==> config.mk <==
export PLATFORM = sky130hd
export DESIGN_NAME = gx_rst_seq_flat
export DESIGN_NICKNAME = d
export VERILOG_FILES = /design/src/rtl/gx_rst_pkg.sv /design/src/rtl/gx_rst_seq_if.sv /design/src/rtl/gx_rst_ch_lock.sv /design/src/rtl/gx_rst_seq.sv /design/src/flat_wrapper.sv
export SDC_FILE = /design/constraint.sdc
export NUM_CORES = 1
export LEC_CHECK = 0
export ABC_AREA = 1
export BUFFER_PORTS_ARGS = -buffer_cell sky130_fd_sc_hd__buf_2
export CAP_MARGIN = 20
export CELL_PAD_IN_SITES_DETAIL_PLACEMENT = 1
export CELL_PAD_IN_SITES_GLOBAL_PLACEMENT = 1
export CORE_UTILIZATION = 49
export DETAILED_ROUTE_END_ITERATION = 6
export PLACE_DENSITY_LB_ADDON = 0.2
export SLEW_MARGIN = 20
export SYNTH_ARGS = -nofsm -noshare
export SYNTH_HDL_FRONTEND = slang
export SYNTH_SLANG_ARGS = --single-unit
==> constraint.sdc <==
create_clock -name clk -period 3.6 [get_ports clk]
set_input_delay 0.36 -clock clk [delete_from_list [all_inputs] [get_ports clk]]
set_output_delay 0.36 -clock clk [all_outputs]
set_load 0.02 [all_outputs]
==> src/rtl/gx_rst_pkg.sv <==
// Shared state encoding and default timing for the transceiver reset sequencer.
// Timing defaults are in reference-clock cycles.
package gx_rst_pkg;

  typedef enum logic [2:0] {
    ST_PWRDN    = 3'd0,
    ST_WAIT_PLL = 3'd1,
    ST_TX_REL   = 3'd2,
    ST_RX_ANA   = 3'd3,
    ST_RX_DIG   = 3'd4,
    ST_RUN      = 3'd5
  } gx_state_e;

  localparam int DEF_NUM_CH   = 4;
  localparam int DEF_T_PWRDN  = 200;
  localparam int DEF_T_PLL_TO = 4000;
  localparam int DEF_T_LTD    = 2500;
  localparam int DEF_T_RXDIG  = 200;

  function automatic int max3(input int a, input int b, input int c);
    int m;
    m = (a > b) ? a : b;
    return (m > c) ? m : c;
  endfunction

endpackage

==> src/rtl/gx_rst_seq_if.sv <==
// Status inputs and reset outputs of the sequencer; master is the sequencer side.
// NUM_CH must match the sequencer's NUM_CH.
interface gx_rst_seq_if #(
  parameter int NUM_CH = 4
);
  logic              gxb_pwrdn_in;
  logic              pll_locked;
  logic              reconfig_busy;
  logic [NUM_CH-1:0] rx_freqlocked;
  logic              gxb_powerdown;
  logic              pll_areset;
  logic              tx_digitalreset;
  logic              rx_analogreset;
  logic [NUM_CH-1:0] rx_digitalreset;
  logic              ready;
  logic [2:0]        state_o;

  modport master (
    input  gxb_pwrdn_in, pll_locked, reconfig_busy, rx_freqlocked,
    output gxb_powerdown, pll_areset, tx_digitalreset, rx_analogreset,
    output rx_digitalreset, ready, state_o
  );

  modport slave (
    output gxb_pwrdn_in, pll_locked, reconfig_busy, rx_freqlocked,
    input  gxb_powerdown, pll_areset, tx_digitalreset, rx_analogreset,
    input  rx_digitalreset, ready, state_o
  );
endinterface

==> src/rtl/gx_rst_ch_lock.sv <==
// Per-channel CDR lock qualifier: releases rx_digitalreset after T_RXDIG stable lock cycles.
// 2-cycle synchronizer latency; any lock drop or en low reasserts reset on the next edge.
module gx_rst_ch_lock #(
  parameter int T_RXDIG = 200
) (
  input  logic clk,
  input  logic rst_n,
  input  logic en,
  input  logic freqlocked,
  output logic rst_d,
  output logic rst_q
);

  localparam int CW = $clog2(T_RXDIG + 1);

  logic          meta_q;
  logic          lock_s;
  logic [CW-1:0] cnt_q;
  logic [CW-1:0] cnt_d;

  // rst_d is exported so the parent can register ready in step with rst_q
  always_comb begin
    cnt_d = '0;
    if (en && lock_s) begin
      cnt_d = (cnt_q == CW'(T_RXDIG)) ? cnt_q : cnt_q + 1'b1;
    end
    rst_d = (cnt_d != CW'(T_RXDIG));
  end

  always_ff @(posedge clk or negedge rst_n) begin
    if (!rst_n) begin
      meta_q <= 1'b0;
      lock_s <= 1'b0;
      cnt_q  <= '0;
      rst_q  <= 1'b1;
    end else begin
      meta_q <= freqlocked;
      lock_s <= meta_q;
      cnt_q  <= cnt_d;
      rst_q  <= rst_d;
    end
  end

endmodule

==> src/rtl/gx_rst_seq.sv <==
// Transceiver reset sequencer: powerdown, PLL lock, TX release, RX analog then per-channel RX digital release.
// Inputs see 2-cycle synchronizer latency; all outputs registered, updated on the edge the FSM changes state.
module gx_rst_seq
  import gx_rst_pkg::*;
#(
  parameter int NUM_CH   = DEF_NUM_CH,
  parameter int T_PWRDN  = DEF_T_PWRDN,
  parameter int T_PLL_TO = DEF_T_PLL_TO,
  parameter int T_LTD    = DEF_T_LTD,
  parameter int T_RXDIG  = DEF_T_RXDIG
) (
  input  logic         clk,
  input  logic         rst_n,
  gx_rst_seq_if.master gx
);

  localparam int TW = $clog2(max3(T_PWRDN, T_PLL_TO, T_LTD)) + 1;

  logic [2:0]        meta_q;
  logic [2:0]        sync_q;
  logic              pwrdn_s;
  logic              pll_s;
  logic              busy_s;
  gx_state_e         state_q;
  gx_state_e         state_d;
  logic [TW-1:0]     timer_q;
  logic [TW-1:0]     timer_d;
  logic              ch_en;
  logic [NUM_CH-1:0] rxd_d;
  logic [NUM_CH-1:0] rxd_q;

  always_ff @(posedge clk or negedge rst_n) begin
    if (!rst_n) begin
      meta_q <= '0;
      sync_q <= '0;
    end else begin
      meta_q <= {gx.gxb_pwrdn_in, gx.pll_locked, gx.reconfig_busy};
      sync_q <= meta_q;
    end
  end

  assign pwrdn_s = sync_q[2];
  assign pll_s   = sync_q[1];
  assign busy_s  = sync_q[0];

  always_comb begin
    state_d = ST_PWRDN;
    case (state_q)
      ST_PWRDN:    state_d = (timer_q == TW'(T_PWRDN - 1)) ? ST_WAIT_PLL : ST_PWRDN;
      ST_WAIT_PLL: begin
        if (pll_s)                               state_d = ST_TX_REL;
        else if (timer_q == TW'(T_PLL_TO - 1))   state_d = ST_PWRDN;
        else                                     state_d = ST_WAIT_PLL;
      end
      ST_TX_REL:   state_d = busy_s ? ST_TX_REL : ST_RX_ANA;
      ST_RX_ANA:   state_d = (timer_q == TW'(T_LTD - 1)) ? ST_RX_DIG : ST_RX_ANA;
      ST_RX_DIG:   state_d = (rxd_q == '0) ? ST_RUN : ST_RX_DIG;
      ST_RUN:      state_d = ST_RUN;
      default:     state_d = ST_PWRDN;
    endcase
    if (!pll_s && (state_q inside {ST_TX_REL, ST_RX_ANA, ST_RX_DIG, ST_RUN})) begin
      state_d = ST_WAIT_PLL;
    end
    // Powerdown request wins over everything, including lock loss
    if (pwrdn_s) begin
      state_d = ST_PWRDN;
    end
  end

  // Held at zero while powerdown is requested so T_PWRDN counts from its release
  always_comb begin
    timer_d = timer_q;
    if ((state_d != state_q) || pwrdn_s) begin
      timer_d = '0;
    end else if (timer_q != '1) begin
      timer_d = timer_q + 1'b1;
    end
  end

  always_ff @(posedge clk or negedge rst_n) begin
    if (!rst_n) begin
      state_q <= ST_PWRDN;
      timer_q <= '0;
    end else begin
      state_q <= state_d;
      timer_q <= timer_d;
    end
  end

  assign ch_en = (state_d == ST_RX_DIG) || (state_d == ST_RUN);

  for (genvar i = 0; i < NUM_CH; i++) begin : g_ch
    gx_rst_ch_lock #(
      .T_RXDIG (T_RXDIG)
    ) u_ch_lock (
      .clk        (clk),
      .rst_n      (rst_n),
      .en         (ch_en),
      .freqlocked (gx.rx_freqlocked[i]),
      .rst_d      (rxd_d[i]),
      .rst_q      (rxd_q[i])
    );
  end

  always_ff @(posedge clk or negedge rst_n) begin
    if (!rst_n) begin
      gx.gxb_powerdown   <= 1'b1;
      gx.pll_areset      <= 1'b1;
      gx.tx_digitalreset <= 1'b1;
      gx.rx_analogreset  <= 1'b1;
      gx.ready           <= 1'b0;
    end else begin
      gx.gxb_powerdown   <= (state_d == ST_PWRDN);
      gx.pll_areset      <= (state_d == ST_PWRDN);
      gx.tx_digitalreset <= !(state_d inside {ST_TX_REL, ST_RX_ANA, ST_RX_DIG, ST_RUN});
      gx.rx_analogreset  <= !(state_d inside {ST_RX_ANA, ST_RX_DIG, ST_RUN});
      gx.ready           <= (state_d == ST_RUN) && (rxd_d == '0);
    end
  end

  assign gx.rx_digitalreset = rxd_q;
  assign gx.state_o         = state_q;

endmodule
==> src/flat_wrapper.sv <==
// flat-port wrapper written by rule: the top's interface ports become plain ports
module gx_rst_seq_flat import gx_rst_pkg::*;
#(
  parameter int NUM_CH   = DEF_NUM_CH,
  parameter int T_PWRDN  = DEF_T_PWRDN,
  parameter int T_PLL_TO = DEF_T_PLL_TO,
  parameter int T_LTD    = DEF_T_LTD,
  parameter int T_RXDIG  = DEF_T_RXDIG
)
  (clk, rst_n, gx_gxb_pwrdn_in, gx_pll_locked, gx_reconfig_busy, gx_rx_freqlocked, gx_gxb_powerdown, gx_pll_areset, gx_tx_digitalreset, gx_rx_analogreset, gx_rx_digitalreset, gx_ready, gx_state_o);
  gx_rst_seq_if #(.NUM_CH(NUM_CH)) gx_i ();
  input  logic clk;
  input  logic rst_n;
  input wire logic [$bits(gx_i.gxb_pwrdn_in)-1:0] gx_gxb_pwrdn_in;
  input wire logic [$bits(gx_i.pll_locked)-1:0] gx_pll_locked;
  input wire logic [$bits(gx_i.reconfig_busy)-1:0] gx_reconfig_busy;
  input wire logic [$bits(gx_i.rx_freqlocked)-1:0] gx_rx_freqlocked;
  output wire logic [$bits(gx_i.gxb_powerdown)-1:0] gx_gxb_powerdown;
  output wire logic [$bits(gx_i.pll_areset)-1:0] gx_pll_areset;
  output wire logic [$bits(gx_i.tx_digitalreset)-1:0] gx_tx_digitalreset;
  output wire logic [$bits(gx_i.rx_analogreset)-1:0] gx_rx_analogreset;
  output wire logic [$bits(gx_i.rx_digitalreset)-1:0] gx_rx_digitalreset;
  output wire logic [$bits(gx_i.ready)-1:0] gx_ready;
  output wire logic [$bits(gx_i.state_o)-1:0] gx_state_o;
  assign gx_i.gxb_pwrdn_in = gx_gxb_pwrdn_in;
  assign gx_i.pll_locked = gx_pll_locked;
  assign gx_i.reconfig_busy = gx_reconfig_busy;
  assign gx_i.rx_freqlocked = gx_rx_freqlocked;
  assign gx_gxb_powerdown = gx_i.gxb_powerdown;
  assign gx_pll_areset = gx_i.pll_areset;
  assign gx_tx_digitalreset = gx_i.tx_digitalreset;
  assign gx_rx_analogreset = gx_i.rx_analogreset;
  assign gx_rx_digitalreset = gx_i.rx_digitalreset;
  assign gx_ready = gx_i.ready;
  assign gx_state_o = gx_i.state_o;
  gx_rst_seq #(.NUM_CH(NUM_CH), .T_PWRDN(T_PWRDN), .T_PLL_TO(T_PLL_TO), .T_LTD(T_LTD), .T_RXDIG(T_RXDIG)) u_core (.clk(clk), .rst_n(rst_n), .gx(gx_i));
endmodule
[Yosys cells after proc, flatten, opt, wreduce, memory -nomap -nowiden]
Cells that the tools add are included.
Storage, ports and cells
  bits in registers: 70
  bits of input ports: 9
  output and inout bits: 12
  logic and storage cells: 89
Operators by class
  $add $sub $neg: 5
  equality and inequality tests: 22
  mux-type cells: 19
  reductions and logical operators: 19
Operators by type and width (count)
  8-bit 2-to-1 mux: 8
  8-bit by 1-bit adder with 8-bit output (second input constant): 4
  8-bit == test (second input constant): 4
  8-bit inequality test (second input constant): 4
  13-bit by 12-bit == test with 1-bit output (second input constant): 2
  13-bit 2-to-1 mux: 2
  3-bit one-hot mux with 6 select lines: 1
  13-bit by 1-bit adder with 13-bit output (second input constant): 1
  13-bit by 8-bit == test with 1-bit output (second input constant): 1
  13-bit inequality test (second input constant): 1
  3-bit by 2-bit == test with 1-bit output (second input constant): 4
  3-bit == test (second input constant): 4
  3-bit 2-to-1 mux: 4
  4-bit zero test: 2
  4-bit nonzero test: 2
  1-bit logical AND: 6
  3-bit zero test: 2
  1-bit 2-to-1 mux: 4
  3-bit by 1-bit == test with 1-bit output (second input constant): 1
  1-bit zero test: 3
  3-bit inequality test: 1
  3-bit nonzero test: 1
  1-bit logical OR: 2
  2-bit nonzero test: 1

[Depth between registers and ports, before layout]
  depth in word-level cells: 13
  gate-level depth with buffers: 15
  gate-level depth less buffers: 14

[By module]
Synthesis repeated with hierarchy kept, for this count alone.
Unflattened totals
  cell total of the unflattened synthesis: 462
  area total of the unflattened synthesis: 3876.2 sq um
By module, submodules not included
  gx_rst_ch_lock at u_core.g_ch[0].u_ch_lock ...: instances 3, cells each 69, area an instance 606.8 sq um, seq. area each 276.5 sq um
  gx_rst_seq: instances 1, cells each 184, area an instance 1478.9 sq um, seq. area each 654.4 sq um
  gx_rst_ch_lock at u_core.g_ch[2].u_ch_lock: instances 1, cells each 71, area an instance 576.8 sq um, seq. area each 276.5 sq um

[Least setup slack after synthesis]
Ideal clock, no wire load.
  path type: register -> register
  from: reg u_core.state_q[1], in the netlist u_core.gx.state_o[1]
  to: reg u_core.timer_q[8]
  setup time: 77 ps
  data arrival time: 1790 ps
  required time: 3523 ps
  path slack: 1733 ps
  stages on the path, launching flop included: 12
  buffers on the path: 1
  period minus slack after synthesis: 1867 ps
  cells stage by stage: dfrtp_1 -> inv_1 -> nand3_1 -> nand3_2 -> a21oi_4 -> nand2_1 -> inv_2 -> o21ai_0 -> nor2_1 -> nand2_1 -> buf_6 -> a21oi_1
On the way
  word-level cells in the longest chain between the ends: 8
  elaborated cells between the ends (all ways): 15
  those cells by class: eq/ne: 6; mux: 4; reduce/logical: 5
RTL lines
  from (decl): RTL line gx_rst_seq.sv:24  | gx_state_e state_q;
  from (signal assigned): RTL line gx_rst_seq.sv:85  | state_q <= state_d;
  3-bit by 2-bit == test with 1-bit output or 3-bit == test (tied branches): RTL line gx_rst_seq.sv:48, gx_rst_seq.sv:61
  4-bit nonzero test: RTL line gx_rst_seq.sv:61  | if (!pll_s && (state_q inside {ST_TX_REL, ST_RX_ANA, ST_RX_DIG, ST_RUN})) begin
  1-bit logical AND: RTL line gx_rst_seq.sv:61
  3-bit 2-to-1 mux *: RTL line gx_rst_seq.sv:61
  3-bit 2-to-1 mux *: RTL line gx_rst_seq.sv:65  | if (pwrdn_s) begin
  via u_core.state_d[2]: RTL line gx_rst_seq.sv:25  | gx_state_e state_d;
  3-bit inequality test *: RTL line gx_rst_seq.sv:73  | if ((state_d != state_q) || pwrdn_s) begin
  1-bit logical OR *: RTL line gx_rst_seq.sv:73
  13-bit 2-to-1 mux or 2-bit nonzero test (tied branches)
  to (signal assigned): RTL line gx_rst_seq.sv:86  | timer_q <= timer_d;
  to (decl): RTL line gx_rst_seq.sv:26  | logic [TW-1:0] timer_q;
The timed path passes the listed nets; every way through them passes the cells marked *.
A chain may end at the register's enable or synchronous reset.

[Worst setup path in the final report]
  from: reg u_core.timer_q[0]
  to: reg u_core.gx.ready
On the way
  word-level cells in the longest chain between the ends: 13
  elaborated cells between the ends (all ways): 27
  those cells by class: eq/ne: 9; mux: 11; reduce/logical: 7
RTL lines
  13-bit by 12-bit == test with 1-bit output: RTL line gx_rst_seq.sv:52  | else if (timer_q == TW'(T_PLL_TO - 1)) state_d = ST_PWRDN;
  1-bit 2-to-1 mux: RTL line gx_rst_seq.sv:52
  3-bit 2-to-1 mux: RTL line gx_rst_seq.sv:51  | if (pll_s) state_d = ST_TX_REL;
  3-bit one-hot mux with 6 select lines *: RTL line gx_rst_seq.sv:48  | case (state_q)
  3-bit 2-to-1 mux *: RTL line gx_rst_seq.sv:61
  3-bit 2-to-1 mux *: RTL line gx_rst_seq.sv:65
  3-bit == test: RTL line gx_rst_seq.sv:90  | assign ch_en = (state_d == ST_RX_DIG) || (state_d == ST_RUN);
  1-bit logical OR *: RTL line gx_rst_seq.sv:90
  1-bit logical AND *: RTL line gx_rst_ch_lock.sv:24  | if (en && lock_s) begin
  8-bit 2-to-1 mux *: RTL line gx_rst_ch_lock.sv:24
  via u_core.g_ch[1].u_ch_lock.cnt_d[7]: RTL line gx_rst_ch_lock.sv:19  | logic [CW-1:0] cnt_d;
  8-bit inequality test *: RTL line gx_rst_ch_lock.sv:27  | rst_d = (cnt_d != CW'(T_RXDIG));
  4-bit zero test *: RTL line gx_rst_seq.sv:117  | gx.ready <= (state_d == ST_RUN) && (rxd_d == '0);
  1-bit logical AND *: RTL line gx_rst_seq.sv:117
  to (signal assigned): RTL line gx_rst_seq.sv:117
  to (decl): RTL line gx_rst_seq_if.sv:21  | output rx_digitalreset, ready, state_o
Marks and branches as above.

==> flow_summary.ini <==
[yosys]
synth_top_area_share_pct = 43.9
yosysSeqAreaShare_pct = 49.1
synth_cell_types = 26
syn_nets = 455
synth_area_leaders = dfrtp_1 (44%), nor2_1 (8.4%), inv_1 (7.6%), nand2_1 (7.4%), xor2_1 (5.9%)
synth_area_leader_cell = dfrtp_1
synth_commonest_cells = nor2_1 (80), inv_1 (73), nand2_1 (71), dfrtp_1 (63), nand3_1 (33)
syn_area_um2 = 3590
synth_flop_cell = dfrtp_1
synth-seq-cells = 70
async_reset_ff_share_pct = 100
yosysMostFrequentCell = nor2_1
syn-instance-count = 437
synth_edf_count = 0
syn_avg_cell_area_um2 = 8.21
ys_warn_count = 0

[power_and_ir_drop]
switching_share_pct = 21.2
p_leak_nw = 1.77
power.switching_mw = 0.327
p_seq_share_pct = 52.1
p_int_mw = 1.21
ir_drop_mv = 0.253
power_density_nw_per_um2 = 387
p_clk_share_pct = 45.5
combPwrFrac_pct = 2.4

[route]
ant_nets = 0
dr.first_iter.drc_count = 89
num_vias = 2902
drt-pass1-iter-count = 4
wl_mm = 8.48
drcViolationCount = 0
via_per_inst = 5.15
wl_per_cell_um = 15.0

[final_layout]
area_delta_synth_final_pct = 11.1
drive_gt1_share_pct = 11.1
utilization_pct = 57.4
nets = 481
diodes = 0

[critical_path]
reg2reg_depth = 13
path_class = reg -> reg
path_common_cell = nor2_1
worstPathRequired_ns = 3.87
startpoint_type = flip-flop
crit_fanout = 9
crit_chain = ha_1 > inv_1 > nor2_1 > nand2_1 > nor2_1 > nand3_1 > nand2_2 > nand3_1 > nor2_1 > nand3_1 > nor2_1 > nand3_1 > nor2_1
critPathCaptureType = flip-flop
cp.arrival_ns = 2.64
critPathSlowestCell = dfrtp_1
r2r_end = u_core.gx.ready$_DFF_PN0_
r2r-start = u_core.timer_q[0]$_DFFE_PN0P_
cp-startpoint = u_core.timer_q[0]$_DFFE_PN0P_
rrSetupSlack_ns = 1.23
cpPeakStageDelay_ns = 0.39

[worst_hold_path]
hold_path.class = in -> async

[sta]
setup_viol = 0
min_period_ns = 2.37
max_slew_margin_pct = 55.8
setup_ws_ns = 1.23
finalHoldViolations = 0
slew_violations = 0
period_share_pct = 65.9
fmax_mhz = 422
tns_ns = 0
worst_slew_pin_slew_ns = 0.663
rsz0062_at_grt = no
skew_ns = 0.0110

[die]
io_pins = 21
core_area_um2 = 6940
die_h_um = 87.6
num_rows = 30
start_util_pct = 51.7
die_area_um2 = 7670
die_w_um = 87.6

[global_route]
grt_max_degree = 43
gr-usage-met2_pct = 42.4
grt_pass1_vias = 3051
overflow = 0
grt_pass1_wl_mm = 14.5
antenna_found_initial = 0
grt_usage_pct = 25.1
top_usage_layer = met2
grt_use_met3_pct = 5.09
met1_usage_pct = 33.3

[placement]
place_ws_ns = 1.25
port-buffer-count = 20
routabilityCongestion = 0.870
dp_hpwl_mm = 6.33

[clock_tree]
clock_path_buffers = 2
h-tree-depth = 3
clk_latency_ns = 0.35
postCtsSetupBuffers = 0
cts_resized = 0
cts.clk_slew.worst_paths_ns = 0.08
tritoncts = built
root_buffer = clkbuf_8
cts_buffers = 9
ctsHoldBuffers = 0
cts_num_sinks = 70

[status]
status = finished, final reports clean

[run]
drv_cap = 0
power by group through the flow:
stage	Clock, mW	Sequential [mW]	Combinational (mW)
global route	0.748	0.805	0.0432
finish	0.702	0.804	0.0365
CTS	0.718	0.804	0.0381
detailed placement	0	0.819	0.0377
floorplan	0	0.817	0.0148
global placement	0	0.819	0.0368
layer usage:
| layer | share of wire, % | up-vias |
|---|---|---|
| met1 | 46 | 1460 |
| li1 | - | 1405 |
| met4 | 1.0 | 0 |
| met2 | 50 | 30 |
| met5 | 0 | - |
| met3 | 2.4 | 7 |
cells in the final DEF (no fill, tap or decap), drive strengths merged:
cell type and count:
xor2 24, bufinv 2, ha 9, nor2 81, xnor2 6, o21ai 8
buf 21, o21a 1, clkinvlp 1, clkbuf 12, nand4 10, nand2 72
nand3b 4, o211ai 1, inv 74, nor4 2, dfstp 7, dfrtp 63
nand3 37, a21oi 12, nor3 20, clkinv 1
worst max-delay path by stage:
stage / endpoint / slack, ns / depth (start not counted)
floorplan: u_core.timer_q[8]$_DFFE_PN0P_ / 1.73 / 11
global placement: u_core.timer_q[0]$_DFFE_PN0P_ / 1.39 / 13
detailed placement: u_core.timer_q[0]$_DFFE_PN0P_ / 1.25 / 13
CTS: u_core.timer_q[0]$_DFFE_PN0P_ / 1.19 / 13
global route: u_core.timer_q[0]$_DFFE_PN0P_ / 0.87 / 13
finish: u_core.gx.ready$_DFF_PN0_ / 1.23 / 13
per-stage QoR:
stage          cells  power (mW)  area [um^2]  hold slack, ns
6_report         564        1.54         3980          0.0355
3_5_place_dp     548       0.857         3770           0.339
4_1_cts          564        1.56         3980          0.0356
2_1_floorplan    437       0.831         3590          0.0644
3_3_place_gp     548       0.856         3770           0.338
5_1_grt          564        1.60         3980          0.0685
worst max-delay path, delay by kind of cell (launching register included):
family / cells / cell delay (ns)
DFF: 1 / 0.39
buffers and inverters: 1 / 0.08
and+or+nand+nor: 11 / 1.62
adders and majority gates: 1 / 0.19
registers in the layout, indices dropped and copies added (netlist names):
register / count
u_core.g_ch.u_ch_lock.cnt_q: 32
u_core.g_ch.u_ch_lock.lock_s: 4
u_core.g_ch.u_ch_lock.meta_q: 4
u_core.g_ch.u_ch_lock.rst_q: 4
u_core.gx.gxb_powerdown: 1
u_core.gx.ready: 1
u_core.gx.rx_analogreset: 1
u_core.gx.state_o: 3
u_core.gx.tx_digitalreset: 1
u_core.meta_q: 3
u_core.sync_q: 3
u_core.timer_q: 13
area by class of cell:
cell class	count	area, um^2
sequential	70	1760
clock inverter	4	72.6
fill	874	2960
inverter	74	278
tap	96	120
clock buffer	12	145
multi-input combinational	287	1500
timing repair buffer	21	108
cells by family (layout without fill, tap and decap cells):
kind of cell,Yosys count,after routing,synth area share (%)
simple gates,226,226,27.7
xor+xnor,30,30,7.32
buf+inv,80,111,9.10
flops,70,70,49.1
compound gates,22,22,3.63
fa+ha+maj,9,9,3.14
Note: power is estimated with default switching activity, not from simulation.
